File: src/rtl/dmem_arbiter.sv
// dmem_arbiter: shares a single-port data memory between the Memory-stage
// pipeline port and a DMA/debug-loader port. The pipeline has priority; after
// STARVE_MAX consecutive conflict cycles the DMA port gets a forced slot and
// the pipeline is stalled for that cycle.
// Optional feature macro: DMEM_ARB_LOCK_EN adds the d_lock burst-lock port,
// which lets the DMA hold the memory for up to LOCK_MAX consecutive cycles.
module dmem_arbiter #(
  parameter int unsigned ADDR_W     = 32,
  parameter int unsigned DATA_W     = 32,
  parameter int unsigned STARVE_MAX = 4,
  parameter int unsigned LOCK_MAX   = 8
) (
  input  logic              clk,
  input  logic              reset,
  input  logic              m_req,
  input  logic              m_we,
  input  logic [ADDR_W-1:0] m_addr,
  input  logic [DATA_W-1:0] m_wdata,
  output logic [DATA_W-1:0] m_rdata,
  output logic              stall_o,
  input  logic              d_req,
  input  logic              d_we,
  input  logic [ADDR_W-1:0] d_addr,
  input  logic [DATA_W-1:0] d_wdata,
`ifdef DMEM_ARB_LOCK_EN
  input  logic              d_lock,
`endif
  output logic              d_gnt,
  output logic              d_rvalid,
  output logic [DATA_W-1:0] d_rdata,
  output logic [ADDR_W-1:0] mem_a,
  output logic [DATA_W-1:0] mem_wd,
  output logic              mem_we,
  input  logic [DATA_W-1:0] mem_rd
);

  localparam int unsigned CNT_W  = $clog2(STARVE_MAX + 1);
  localparam int unsigned LOCK_W = $clog2(LOCK_MAX + 1);

  typedef enum logic [0:0] {
    ST_PIPE = 1'b0,
    ST_DMA  = 1'b1
  } state_e;

  state_e             state_q, state_d;
  logic [CNT_W-1:0]   starve_q, starve_d;
  logic               rvalid_q;
  logic [DATA_W-1:0]  rdata_q;
  logic               dma_sel;

`ifdef DMEM_ARB_LOCK_EN
  logic [LOCK_W-1:0]  lock_q, lock_d;
`else
  logic [LOCK_W-1:0]  unused_lock_cnt;
  assign unused_lock_cnt = '0;
`endif

  // Next-state, starvation counting and DMA select
  always_comb begin
    state_d  = state_q;
    starve_d = starve_q;
    dma_sel  = 1'b0;
`ifdef DMEM_ARB_LOCK_EN
    lock_d   = lock_q;
`endif
    case (state_q)
      ST_PIPE: begin
`ifdef DMEM_ARB_LOCK_EN
        lock_d = '0;
`endif
        if (d_req && !m_req) begin
          dma_sel  = 1'b1;
          starve_d = '0;
        end else if (d_req && m_req) begin
          if (starve_q >= CNT_W'(STARVE_MAX - 1)) begin
            state_d  = ST_DMA;
            starve_d = '0;
          end else begin
            starve_d = starve_q + CNT_W'(1);
          end
        end else begin
          starve_d = '0;
        end
      end
      ST_DMA: begin
        dma_sel  = d_req;
        state_d  = ST_PIPE;
        starve_d = '0;
`ifdef DMEM_ARB_LOCK_EN
        if (d_req && d_lock && (lock_q != LOCK_W'(LOCK_MAX - 1))) begin
          state_d = ST_DMA;
          lock_d  = lock_q + LOCK_W'(1);
        end else begin
          lock_d  = '0;
        end
`endif
      end
      default: begin
        state_d  = ST_PIPE;
        starve_d = '0;
      end
    endcase
  end

  // Memory-side mux; grants and writes are suppressed while reset is low
  always_comb begin
    d_gnt   = reset & dma_sel;
    stall_o = m_req & d_gnt;
    mem_we  = reset & (dma_sel ? d_we : (m_req & m_we));
    mem_a   = dma_sel ? d_addr  : m_addr;
    mem_wd  = dma_sel ? d_wdata : m_wdata;
    m_rdata = mem_rd;
  end

  assign d_rvalid = rvalid_q;
  assign d_rdata  = rdata_q;

  // State, counters and registered DMA read return
  always_ff @(posedge clk or negedge reset) begin
    if (!reset) begin
      state_q  <= ST_PIPE;
      starve_q <= '0;
      rvalid_q <= 1'b0;
      rdata_q  <= '0;
`ifdef DMEM_ARB_LOCK_EN
      lock_q   <= '0;
`endif
    end else begin
      state_q  <= state_d;
      starve_q <= starve_d;
      rvalid_q <= dma_sel & ~d_we;
      if (dma_sel && !d_we) begin
        rdata_q <= mem_rd;
      end
`ifdef DMEM_ARB_LOCK_EN
      lock_q   <= lock_d;
`endif
    end
  end

endmodule
File: config.mk
export PLATFORM = sky130hd
export DESIGN_NAME = dmem_arbiter
export DESIGN_NICKNAME = d
export VERILOG_FILES = /design/src/rtl/dmem_arbiter.sv
export SDC_FILE = /design/constraint.sdc
export NUM_CORES = 1
export LEC_CHECK = 0
export ABC_AREA = 1
export BUFFER_PORTS_ARGS = -buffer_cell sky130_fd_sc_hd__buf_2
export CAP_MARGIN = 20
export CORE_AREA = 3 3 114 116
export DETAILED_ROUTE_END_ITERATION = 16
export DIE_AREA = 0 0 117 119
export PLACE_DENSITY = 0.61
export SYNTH_ARGS = -nofsm -noshare
export SYNTH_HDL_FRONTEND = slang
export SYNTH_SLANG_ARGS = --single-unit
export TNS_END_PERCENT = 30
File: constraint.sdc
create_clock -name clk -period 2.2 [get_ports clk]
set_clock_uncertainty 0.05 [all_clocks]
set_input_delay 0 -clock clk [delete_from_list [all_inputs] [get_ports clk]]
set_output_delay 0 -clock clk [all_outputs]
set_load 0.05 [all_outputs]
; ---- Word-level counts from Yosys, hierarchy flattened
; Index checks and enable logic that the tools add are counted.
[op_classes]
multipliers = 0
n_shift = 0
eq_ne = 0
magnitude_cmp = 1
n_bitwise = 7
mux = 13
reduce_logical = 5
n_div = 0
addsub = 1
[ops]
columns = op, n
row1 = $mux W32, 2
row2 = $mux W3, 3
row3 = $pmux W3 S2, 1
row4 = $and A1 B1 Y1, 5
row5 = $mux W1, 5
row6 = $pmux W1 S2, 2
row7 = $add A3 B1 Y3 const B, 1
row8 = $ge A3 B2 Y1 const B, 1
row9 = $logic_and A1 B1 Y1, 3
row10 = $logic_not A1 Y1, 2
row11 = $not A1 Y1, 2
[word_totals]
rom_bits = 0
ramBits = 0
latch_bits = 0
wordCells = 31
n_memories = 0
inputBits = 166
output_inout_bits = 132
regBits = 37

; ---- Longest topological paths before layout
[logic_depth]
ltp_word = 6
depth_mapped = 7
mapped_depth_nobuf = 7

; ---- Least setup slack after synthesis
; Ideal clock, no wire load.
[synth_timing]
path_type = register -> output
startpoint = reg state_q
endpoint = out stall_o
stages_incl_launch_ff = 8
required_time_ns = 2.150
slack_ns = 0.331
arrival_time_ns = 1.819
path_buffers = 1
cell_sequence = dfrtp_1 > inv_1 > nand2_2 > nand2_2 > buf_6 > nor2_1 > nand2_1 > inv_1
[synth_via]
elab_chain_len = 4
[synth_lines]
columns = item, line_no
row1 = "start, declared", 45  ; state_e state_q, state_d;
row2 = "start signal, assigned", 129  ; state_q <= state_d;
row3 = $not A1 Y1, n/a
row4 = $pmux W1 S2 (*), 66  ; case (state_q)
row5 = $and A1 B1 Y1 (*), 107  ; d_gnt = reset & dma_sel;
row6 = via d_gnt, 28  ; output logic d_gnt,
row7 = $and A1 B1 Y1 (*), 108  ; stall_o = m_req & d_gnt;
row8 = "end, declared", 20  ; output logic stall_o,
; The timed path passes the listed nets; every way through them passes the cells marked *.

; ---- Worst setup path after layout
[layout_timing]
startpoint = reg state_q
endpoint = out mem_a[1]
[layout_via]
elab_chain_len = 3
[layout_lines]
columns = item, line_no
row1 = $not A1 Y1, n/a
row2 = $pmux W1 S2 (*), 66
row3 = $mux W32 (*), 110  ; mem_a = dma_sel ? d_addr : m_addr;
row4 = "end, declared", 31  ; output logic [ADDR_W-1:0] mem_a,
; Mark *: on every way between the ends. The rest lies on a longest branch, timed or not.

==> metrics.txt <==
R2R depth 7; # IOs 298; post-synthesis cell count 412; r2r setup slk 0.72 ns; Starting Density 21.9%; synthesized net count 580; worst r2r src state_q; outcome complete, no violations; # clock sinks 37; dpl cell area 0.00403 mm2; # DRC 0; worst setup margin 0.265 ns; core area 0.0120 mm2; GPL Wtd Cong 0.893; post-synthesis instance area 0.00263 mm2; Setup Buffers After CTS 0; top cells by area, synth nand2_1 (37%), dfrtp_1 (35%), buf_4 (9.1%); post-synth top area cell nand2_1; largest net degree at the start of global routing 52; Worst setup EP type output pin; vias in the first global route 3475; Hold Startpoint m_req; clk_lat worst skew 0.27 ns; CTS H-tree depth 2; share of layout cells above drive strength 1 45.0%; Worst-Margin Slew 0.465 ns; slowest cell on the critical path buf_4; number of port buffers 297; Worst Hold End state_q; Vias/cell 4.24; die area 0.0139 mm2; sequential area share after synthesis 35.3%; CP peak stage delay 0.39 ns; CTS tree built; # rows 40; leakage 2.85 nW; f_max 517 MHz; DRC marker count from the first detailed-route iteration 209; Worst Path Required 2.15 ns; post-route cell area 0.00450 mm2; CTS Buffer Depth 2; Arr. time, crit path 1.88 ns; FF+latch count, synth 37; worst-path maximum fanout 34; crit-path cells inv_1 > nand2_2 > nand2_2 > buf_4 > nand2_1 > nand2_1 > buf_2; Synth Warn # 0; Design Power 3.09 mW; Worst VDD drop 0.423 mV; Pwr per Cell Area 686 mW/mm2; max-cap check violation count 0; # fillers 1325; # nets final 867; area share of the largest cell type after synthesis 37.4%; RSZ-0062 raised after global routing no; Buf+Inv Stages, Crit Path 3; vias post-DR 3593; HPWL after detailed placement 9460 um; setup_tns 0 ns; Root Buffer clkbuf_16; Top Family by Delay on Critical Path buffers and inverters; kind of critical path reg2out; ant diodes 0; Tcrit/Tclk final 88.0%; final antenna-violating net count 0; Slew Limit Fails 0; detailed-route wire length per cell 14.5 um; drt first pass iters 4; final hold vios 0; Synth cell types 18; GRT overflow 0; Post-Place Setup Slack 0.549 ns; startpoint types flop; Clock transition at path regs 0.05 ns; synthesized area per cell 6.37 um2; final-report setup violation count 0; Die W 117 um; first-pass GRT wire length 17600 um; Area growth syn-to-layout 71.5%; Global Route Usage Sum 15.9%; Die H 119 um; TritonCTS Buffers 5; drt total wl 12300 um; Hold Path Class in2reg; WHS Path Cells 3; Reg2Reg Capture Point d_rdata[15]; antenna violations before repair 1; Rel. slew slack 69.0%; Final Critical Period 1.93 ns
## repair_timing
item                                   CTS  global route
setup endpoints to repair                0             0
resized for setup                        0             0
hold buffers                            33             0
endpoints found under the hold margin   69             0
## per-stage QoR
| stage | instances | hold slack (ns) | util [%] |
|---|---|---|---|
| 6_report | 847 | 0.0475 | 37.5 |
| 5_1_grt | 847 | 0.0646 | 37.5 |
| 4_1_cts | 847 | 0.0398 | 37.5 |
| 3_5_place_dp | 806 | 0.125 | 33.6 |
| 3_3_place_gp | 806 | 0.111 | 33.6 |
| 2_1_floorplan | 412 | -0.346 | - |
## layout by cell type, fill, tap and decap left out
cell type,Yosys,final
nand2_1,262,262
clkbuf_1,8,2
dlygate4sd3_1,0,33
ha_1,2,2
dfrtp_1,37,37
nand3_1,1,1
clkinvlp_4,0,1
a21oi_1,1,1
nand4_1,32,32
buf_4,32,7
nand2_2,2,2
clkinv_1,1,1
buf_2,11,293
clkbuf_16,0,5
nor2_1,5,5
buf_12,0,5
nor3_1,2,2
inv_2,1,1
nand3_2,1,1
inv_1,7,7
## final cells by class
type                       count  area (um2)  area share (%)
timing repair buffer         338        1950            43.3
tap                          147         184            4.08
inverter                       9        33.8           0.750
multi-input combinational    308        1270            28.2
clock buffer                   7         133            2.95
clock inverter                 1        7.51           0.167
sequential                    37         926            20.6
## report_power, final
part / leakage [nW] / total [mW] / internal, mW / switching [mW]
clock: 0.0641 / 0.679 / 0.420 / 0.259
sequential: 0.467 / 0.830 / 0.778 / 0.0513
combinational: 2.32 / 1.58 / 0.409 / 1.17
## registers in the layout, summed over array words and instances (netlist names)
register and cells:
d_rdata 32, starve_q 3, d_rvalid 1, state_q 1
## metal layers
metal | GRT usage, % | vias to the layer above | wire length (um)
met5 | 0 | - | 13
met4 | 4.37 | 2 | 258
met3 | 4.27 | 20 | 1110
met2 | 30.0 | 180 | 6240
met1 | 17.1 | 1568 | 4640
li1 | - | 1823 | -
## worst reg2reg max path, stage by stage, from the launching register on
cell,delay (ns)
dfrtp_1,0.36
inv_1,0.08
nand2_2,0.06
buf_4,0.24
nand3_2,0.11
buf_4,0.34
nand2_1,0.11
nand2_1,0.08
## cell usage after synthesis
| library cell | n |
|---|---|
| a21oi_1 | 1 |
| buf_1 | 1 |
| buf_2 | 11 |
| buf_4 | 32 |
| buf_6 | 6 |
| clkbuf_1 | 8 |
| clkinv_1 | 1 |
| dfrtp_1 | 37 |
| ha_1 | 2 |
| inv_1 | 7 |
| inv_2 | 1 |
| nand2_1 | 262 |
| nand2_2 | 2 |
| nand3_1 | 1 |
| nand3_2 | 1 |
| nand4_1 | 32 |
| nor2_1 | 5 |
| nor3_1 | 2 |
## kinds of logic (layout without fill, tap and decap cells)
kind of cell / Yosys count / in the layout / share of synthesized area, %
buffers and inverters: 67 / 355 / 16.4
AO/OA/AOI/OAI: 1 / 1 / 0.190
adder cells (fa/ha/maj): 2 / 2 / 0.953
AND/OR/NAND/NOR: 305 / 305 / 47.2
flip-flops: 37 / 37 / 35.3
## how the worst max path moves through the flow
stage | cells past startpoint | end | from
floorplan | 7 | stall_o | state_q
global placement | 7 | mem_a[1] | state_q
detailed placement | 7 | mem_a[1] | state_q
CTS | 7 | mem_a[1] | state_q
global route | 8 | mem_wd[3] | state_q
finish | 7 | mem_a[1] | state_q
(Power assumes the default switching activity.)
